--- src/rtl/nv_nvdla_mcif_bdma_rd_cdt.sv ---
// BDMA read-request credit gate: admits requests only when the latency FIFO has room
// for the full response, and forwards them through one register stage.
// Optional macro NVDLA_BDMA_RD_CDT_STALL_CNT_EN adds a credit-starvation stall counter.
module nv_nvdla_mcif_bdma_rd_cdt #(
    parameter int LAT_DEPTH = 256,
    parameter int CNT_W     = 9
) (
    input  logic             nvdla_core_clk,
    input  logic             nvdla_core_rstn,
    input  logic             bdma2mcif_rd_req_valid,
    output logic             bdma2mcif_rd_req_ready,
    input  logic [78:0]      bdma2mcif_rd_req_pd,
    input  logic             bdma2mcif_rd_cdt_lat_fifo_pop,
    output logic             noc_rd_req_valid,
    input  logic             noc_rd_req_ready,
    output logic [78:0]      noc_rd_req_pd,
    output logic [CNT_W-1:0] cdt_avail,
    output logic             rd_cdt_idle,
    output logic             err_cdt_ovf,
    output logic             err_oversize
`ifdef NVDLA_BDMA_RD_CDT_STALL_CNT_EN
    ,
    input  logic             rd_cdt_stall_cnt_clr,
    output logic [31:0]      rd_cdt_stall_cnt
`endif
);

    localparam logic [CNT_W-1:0] LAT_FULL    = CNT_W'(LAT_DEPTH);
    localparam logic [15:0]      LAT_DEPTH_W = 16'(LAT_DEPTH);

    logic [CNT_W-1:0] cdt_q, cdt_d;
    logic             valid_q, valid_d;
    logic [78:0]      pd_q, pd_d;
    logic             ovf_q, ovf_d;
    logic             over_q, over_d;

    logic [15:0] need_s;
    logic [15:0] cdt_ext_s;
    logic        oversize_s;
    logic        stage_free_s;
    logic        credit_ok_s;
    logic        ready_s;
    logic        accept_s;
    logic        acc_norm_s;
    logic        acc_over_s;
    logic        cdt_full_s;

    assign need_s       = {1'b0, bdma2mcif_rd_req_pd[78:64]} + 16'd1;
    assign cdt_ext_s    = {{(16-CNT_W){1'b0}}, cdt_q};
    assign oversize_s   = need_s > LAT_DEPTH_W;
    assign stage_free_s = ~valid_q | noc_rd_req_ready;
    // Credit check deliberately ignores a same-cycle pop.
    assign credit_ok_s  = cdt_ext_s >= need_s;
    assign ready_s      = stage_free_s & (oversize_s | credit_ok_s);
    assign accept_s     = bdma2mcif_rd_req_valid & ready_s;
    assign acc_norm_s   = accept_s & ~oversize_s;
    assign acc_over_s   = accept_s & oversize_s;
    assign cdt_full_s   = cdt_q == LAT_FULL;

    // Credit counter and sticky error next-state.
    always_comb begin
        cdt_d  = cdt_q;
        ovf_d  = ovf_q;
        over_d = over_q | acc_over_s;
        if (acc_norm_s) begin
            // need fits CNT_W here because it is bounded by the current credit count.
            cdt_d = cdt_q - need_s[CNT_W-1:0]
                  + {{(CNT_W-1){1'b0}}, bdma2mcif_rd_cdt_lat_fifo_pop};
        end else if (bdma2mcif_rd_cdt_lat_fifo_pop) begin
            if (cdt_full_s) begin
                ovf_d = 1'b1;
            end else begin
                cdt_d = cdt_q + {{(CNT_W-1){1'b0}}, 1'b1};
            end
        end else begin
            cdt_d = cdt_q;
        end
    end

    // Output stage next-state: load on normal admit, drain when the arbiter takes it.
    always_comb begin
        valid_d = valid_q;
        pd_d    = pd_q;
        if (acc_norm_s) begin
            valid_d = 1'b1;
            pd_d    = bdma2mcif_rd_req_pd;
        end else if (noc_rd_req_ready) begin
            valid_d = 1'b0;
        end else begin
            valid_d = valid_q;
        end
    end

    // State registers.
    always_ff @(posedge nvdla_core_clk or negedge nvdla_core_rstn) begin
        if (!nvdla_core_rstn) begin
            cdt_q   <= LAT_FULL;
            valid_q <= 1'b0;
            pd_q    <= 79'd0;
            ovf_q   <= 1'b0;
            over_q  <= 1'b0;
        end else begin
            cdt_q   <= cdt_d;
            valid_q <= valid_d;
            pd_q    <= pd_d;
            ovf_q   <= ovf_d;
            over_q  <= over_d;
        end
    end

    assign bdma2mcif_rd_req_ready = ready_s;
    assign noc_rd_req_valid       = valid_q;
    assign noc_rd_req_pd          = pd_q;
    assign cdt_avail              = cdt_q;
    assign rd_cdt_idle            = cdt_full_s & ~valid_q;
    assign err_cdt_ovf            = ovf_q;
    assign err_oversize           = over_q;

`ifdef NVDLA_BDMA_RD_CDT_STALL_CNT_EN
    logic [31:0] stall_q, stall_d;
    logic        stall_s;

    // Only credit starvation counts; a busy output stage is not a stall here.
    assign stall_s = bdma2mcif_rd_req_valid & stage_free_s & ~ready_s;

    // Saturating stall counter with clear priority.
    always_comb begin
        stall_d = stall_q;
        if (rd_cdt_stall_cnt_clr) begin
            stall_d = 32'd0;
        end else if (stall_s && (stall_q != 32'hFFFF_FFFF)) begin
            stall_d = stall_q + 32'd1;
        end else begin
            stall_d = stall_q;
        end
    end

    // Stall counter register.
    always_ff @(posedge nvdla_core_clk or negedge nvdla_core_rstn) begin
        if (!nvdla_core_rstn) begin
            stall_q <= 32'd0;
        end else begin
            stall_q <= stall_d;
        end
    end

    assign rd_cdt_stall_cnt = stall_q;
`endif

endmodule

--- config.mk ---
export PLATFORM = sky130hd
export DESIGN_NAME = nv_nvdla_mcif_bdma_rd_cdt
export DESIGN_NICKNAME = d
export VERILOG_FILES = /design/src/rtl/nv_nvdla_mcif_bdma_rd_cdt.sv
export SDC_FILE = /design/constraint.sdc
export NUM_CORES = 1
export LEC_CHECK = 0
export CAP_MARGIN = 20
export CORE_UTILIZATION = 30
export CTS_CLUSTER_DIAMETER = 60
export DETAILED_ROUTE_END_ITERATION = 8
export PLACE_DENSITY = 0.67
export SLEW_MARGIN = 30
export SYNTH_ARGS = -nofsm -noshare
export SYNTH_HDL_FRONTEND = slang
export SYNTH_SLANG_ARGS = --single-unit
--- constraint.sdc ---
create_clock -name nvdla_core_clk -period 5.1 [get_ports nvdla_core_clk]
set_input_delay 1.53 -clock nvdla_core_clk [delete_from_list [all_inputs] [get_ports nvdla_core_clk]]
set_output_delay 1.53 -clock nvdla_core_clk [all_outputs]
set_load 0.1 [all_outputs]
==> flow_metrics.env, run 1 <==
export IMPL_status="finished, violations left"
export IMPL_violations="negative setup slack"
export IMPL_hold_path_class="flip-flop to flip-flop"
export IMPL_finClkSkew_ns=0.0151
export IMPL_drt_iter0_drc=74
export IMPL_nets=677
export IMPL_design_area_sq_um=7440
export IMPL_port_buffers=176
export IMPL_vias=3549
export IMPL_clockBufferDepth=2
export IMPL_overflow=0
export IMPL_fill_cells=1419
export IMPL_crit_required_ns=3.57
export IMPL_vias_per_cell=4.49
export IMPL_synth_edf_count=0
export IMPL_cp_arrival_ns=3.85
export IMPL_drive_gt1_frac=0.284
export IMPL_synthArstFlopShare=1.00
export IMPL_clock_root_buffer="clkbuf_16"
export IMPL_r2r_cells=11
export IMPL_clk_pin_slew_ns=0.07
export IMPL_syn_area_sq_um=4860
export IMPL_synth_top_area_cell="dfrtp_1"
export IMPL_fin_ws_ns=-0.279
export IMPL_grt_max_degree=60
export IMPL_initial_core_util=0.307
export IMPL_drv_slew=0
export IMPL_max_freq_mhz=186
export IMPL_grt_use_total=0.150
export IMPL_endpoint_kind="primary output"
export IMPL_clk_latency_ns=0.35
export IMPL_synth_nets=458
export IMPL_detail_route_antenna_nets=0
export IMPL_dieArea_sq_um=16700
export IMPL_period_minus_slack_ns=5.38
export IMPL_post_dp_hpwl_um=9080
export IMPL_ys_top_cells_by_count="dfrtp_1 (90), mux2_4 (74), inv_1 (21)"
export IMPL_grt_pass1_wl_um=19300
export IMPL_yosysTopAreaCellShare=0.464
export IMPL_io_pins=177
export IMPL_maxCapViolCount=0
export IMPL_slew_headroom=0.316
export IMPL_setup_viol=1
export IMPL_cts_buffers=9
export IMPL_rsz0062_at_grt="true"
export IMPL_wl_um=12300
export IMPL_fp_dieW_um=129
export IMPL_placed_area_sq_um=7060
export IMPL_core_area_sq_um=15800
export IMPL_dr_pass1_iters=4
export IMPL_final_util=0.470
export IMPL_synthCells=350
export IMPL_hold_violations=0
export IMPL_fin_tns_setup_ns=-0.279
export IMPL_holdPathStages=1
export IMPL_cts_sinks=91
export IMPL_synth_area_per_cell_sq_um=13.9
export IMPL_globalplace_congestion=0.808
export IMPL_yosysUniqueCellTypes=49
export IMPL_yosysWarningCount=0
export IMPL_grt_antenna_before_repair=0
export IMPL_finalCritPeriodShare=1.05
export IMPL_synthFlopType="dfrtp_1"
export IMPL_h_tree_depth=3
export IMPL_power_density_nw_per_um2=323
export IMPL_fp_dieH_um=129
export IMPL_grt_pass1_vias=3737
export IMPL_cts_tree="done"
export IMPL_p_leak_nw=3.38
export IMPL_start_kind="primary input"
export IMPL_rows=46
export IMPL_seqCellArea_sq_um=2280
export IMPL_crit_path_max_fanout=2
export IMPL_wl_per_cell_um=15.5
export IMPL_drcViolationCount=0
export IMPL_multiInputGateArea_sq_um=2380
export IMPL_num_antenna_cells=0
export IMPL_vdd_drop_max_mv=0.363
export IMPL_seq_area_frac_synth=0.469
export IMPL_worst_pin_slew_ns=1.02
export IMPL_crit_type="primary input to primary output"
export IMPL_syn_to_final_growth_pct=53.2
export IMPL_synth_most_common_cell="dfrtp_1"
export IMPL_ys_ff_latch=91
export IMPL_yosys_top_cells_area="dfrtp_1 (46%), mux2_4 (23%), ha_1 (5.2%)"
critical path, stage by stage:
cell and delay, ns:
clkdlybuf4s50_1 0.56, xor2_1 0.26, ha_1 0.29, nor2b_4 0.14, or4_4 0.49, a21oi_2 0.13, nor3_2 0.07, o21ba_4 0.21
buf_12 0.16
metrics by stage:
| stage | cells | setup slack [ns] | hold slack, ns | power (W) |
|---|---|---|---|---|
| final | 790 | -0.279 | 0.477 | 0.00240 |
| after CTS | 788 | -0.293 | 0.486 | 0.00243 |
| after detailed placement | 768 | -0.835 | 0.463 | 0.00169 |
| after floorplan | 350 | -0.137 | 0.819 | 0.00141 |
| after global routing | 790 | -0.348 | 0.509 | 0.00254 |
| after global placement | 768 | -0.740 | 0.447 | 0.00168 |
cells in the final DEF (no fill, tap or decap), drive strengths merged, types with 3 or more instances in the layout:
| cell | n |
|---|---|
| mux2i | 7 |
| mux2 | 75 |
| a21o | 4 |
| buf | 52 |
| nor2 | 8 |
| a21oi | 8 |
| nand4 | 10 |
| clkbuf | 9 |
| inv | 24 |
| clkinv | 3 |
| dfrtp | 90 |
| or3 | 3 |
| xor2 | 11 |
| o21ai | 3 |
| nor2b | 8 |
| xnor2 | 11 |
| fa | 4 |
| nand2 | 15 |
| clkdlybuf4s50 | 165 |
| and3 | 3 |
| nand3 | 4 |
| nor3 | 5 |
| ha | 20 |
flip-flops by register name, summed over array words and instances, names as in the netlist:
| name | flops |
|---|---|
| cdt_avail | 9 |
| noc_rd_req_valid | 1 |
| err_oversize | 1 |
| noc_rd_req_pd | 79 |
| err_cdt_ovf | 1 |
where the power goes:
part           internal (W)  switching [W]
Combinational      0.000356       0.000523
Sequential         0.000752      0.0000586
Clock              0.000395       0.000318
what timing repair did:
action,4_1_cts,5_1_grt
hold buffers,0,0
pin swaps,10,3
gates resized for setup,35,2
setup buffers,4,2
endpoints found under the hold margin,0,0
endpoints found under the setup margin,1,1
layout make-up:
type	count	area share
clock inverter	7	0.0128
sequential	91	0.306
timing repair buffer	220	0.284
clock buffer	9	0.0303
tap	216	0.0363
inverter	21	0.0106
multi-input combinational	226	0.320
cell families (layout without fill, tap and decap cells):
| kind of cell | count (synthesis) | in the layout | share of synthesized area |
|---|---|---|---|
| and+or+nand+nor | 66 | 66 | 0.0762 |
| adders and majority gates | 24 | 24 | 0.0680 |
| buffers and inverters | 33 | 257 | 0.0559 |
| DFF | 91 | 91 | 0.469 |
| muxes | 82 | 82 | 0.245 |
| xor gates and xnor gates | 22 | 22 | 0.0397 |
| AOI/OAI and AO/OA | 32 | 32 | 0.0458 |
per-layer routing:
layer | GRT usage | share of wire | up-vias
li1 | - | - | 1669
met1 | 0.182 | 0.43 | 1735
met2 | 0.253 | 0.48 | 120
met3 | 0.0310 | 0.054 | 25
met4 | 0.0747 | 0.028 | 0
met5 | 0 | 0 | -
path summary, 6_finish.rpt:
check / start / endpoint / slack [ns]
setup / recovery: bdma2mcif_rd_req_pd[72] / bdma2mcif_rd_req_ready / -0.28
hold / removal: err_oversize / err_oversize / 0.48
setup reg to reg: cdt_avail[0] / noc_rd_req_pd[72] / 1.93
hold reg to reg: err_oversize / err_oversize / 0.48
max in group asynchronous: nvdla_core_rstn / noc_rd_req_pd[37] / 2.92
min in group asynchronous: nvdla_core_rstn / noc_rd_req_pd[57] / 1.25
(Power assumes the default switching activity.)
==> inputs of run 2 (changes only) <==
--- a/config.mk
+++ b/config.mk
@@ -10,6 +10,7 @@
 export CTS_CLUSTER_DIAMETER = 60
 export DETAILED_ROUTE_END_ITERATION = 8
 export PLACE_DENSITY = 0.67
+export SETUP_SLACK_MARGIN = 0.4
 export SLEW_MARGIN = 30
 export SYNTH_ARGS = -nofsm -noshare
 export SYNTH_HDL_FRONTEND = slang
==> results of run 2 <==
Same layout as run 1: the final DEF is identical, and so are final timing and power.
==> inputs of run 3 (changes only) <==
--- a/config.mk
+++ b/config.mk
@@ -9,6 +9,7 @@
 export CORE_UTILIZATION = 30
 export CTS_CLUSTER_DIAMETER = 60
 export DETAILED_ROUTE_END_ITERATION = 8
+export HOLD_SLACK_MARGIN = 0.03
 export PLACE_DENSITY = 0.67
 export SETUP_SLACK_MARGIN = 0.4
 export SLEW_MARGIN = 30
==> results of run 3 <==
Same layout as run 1: the final DEF is identical, and so are final timing and power.
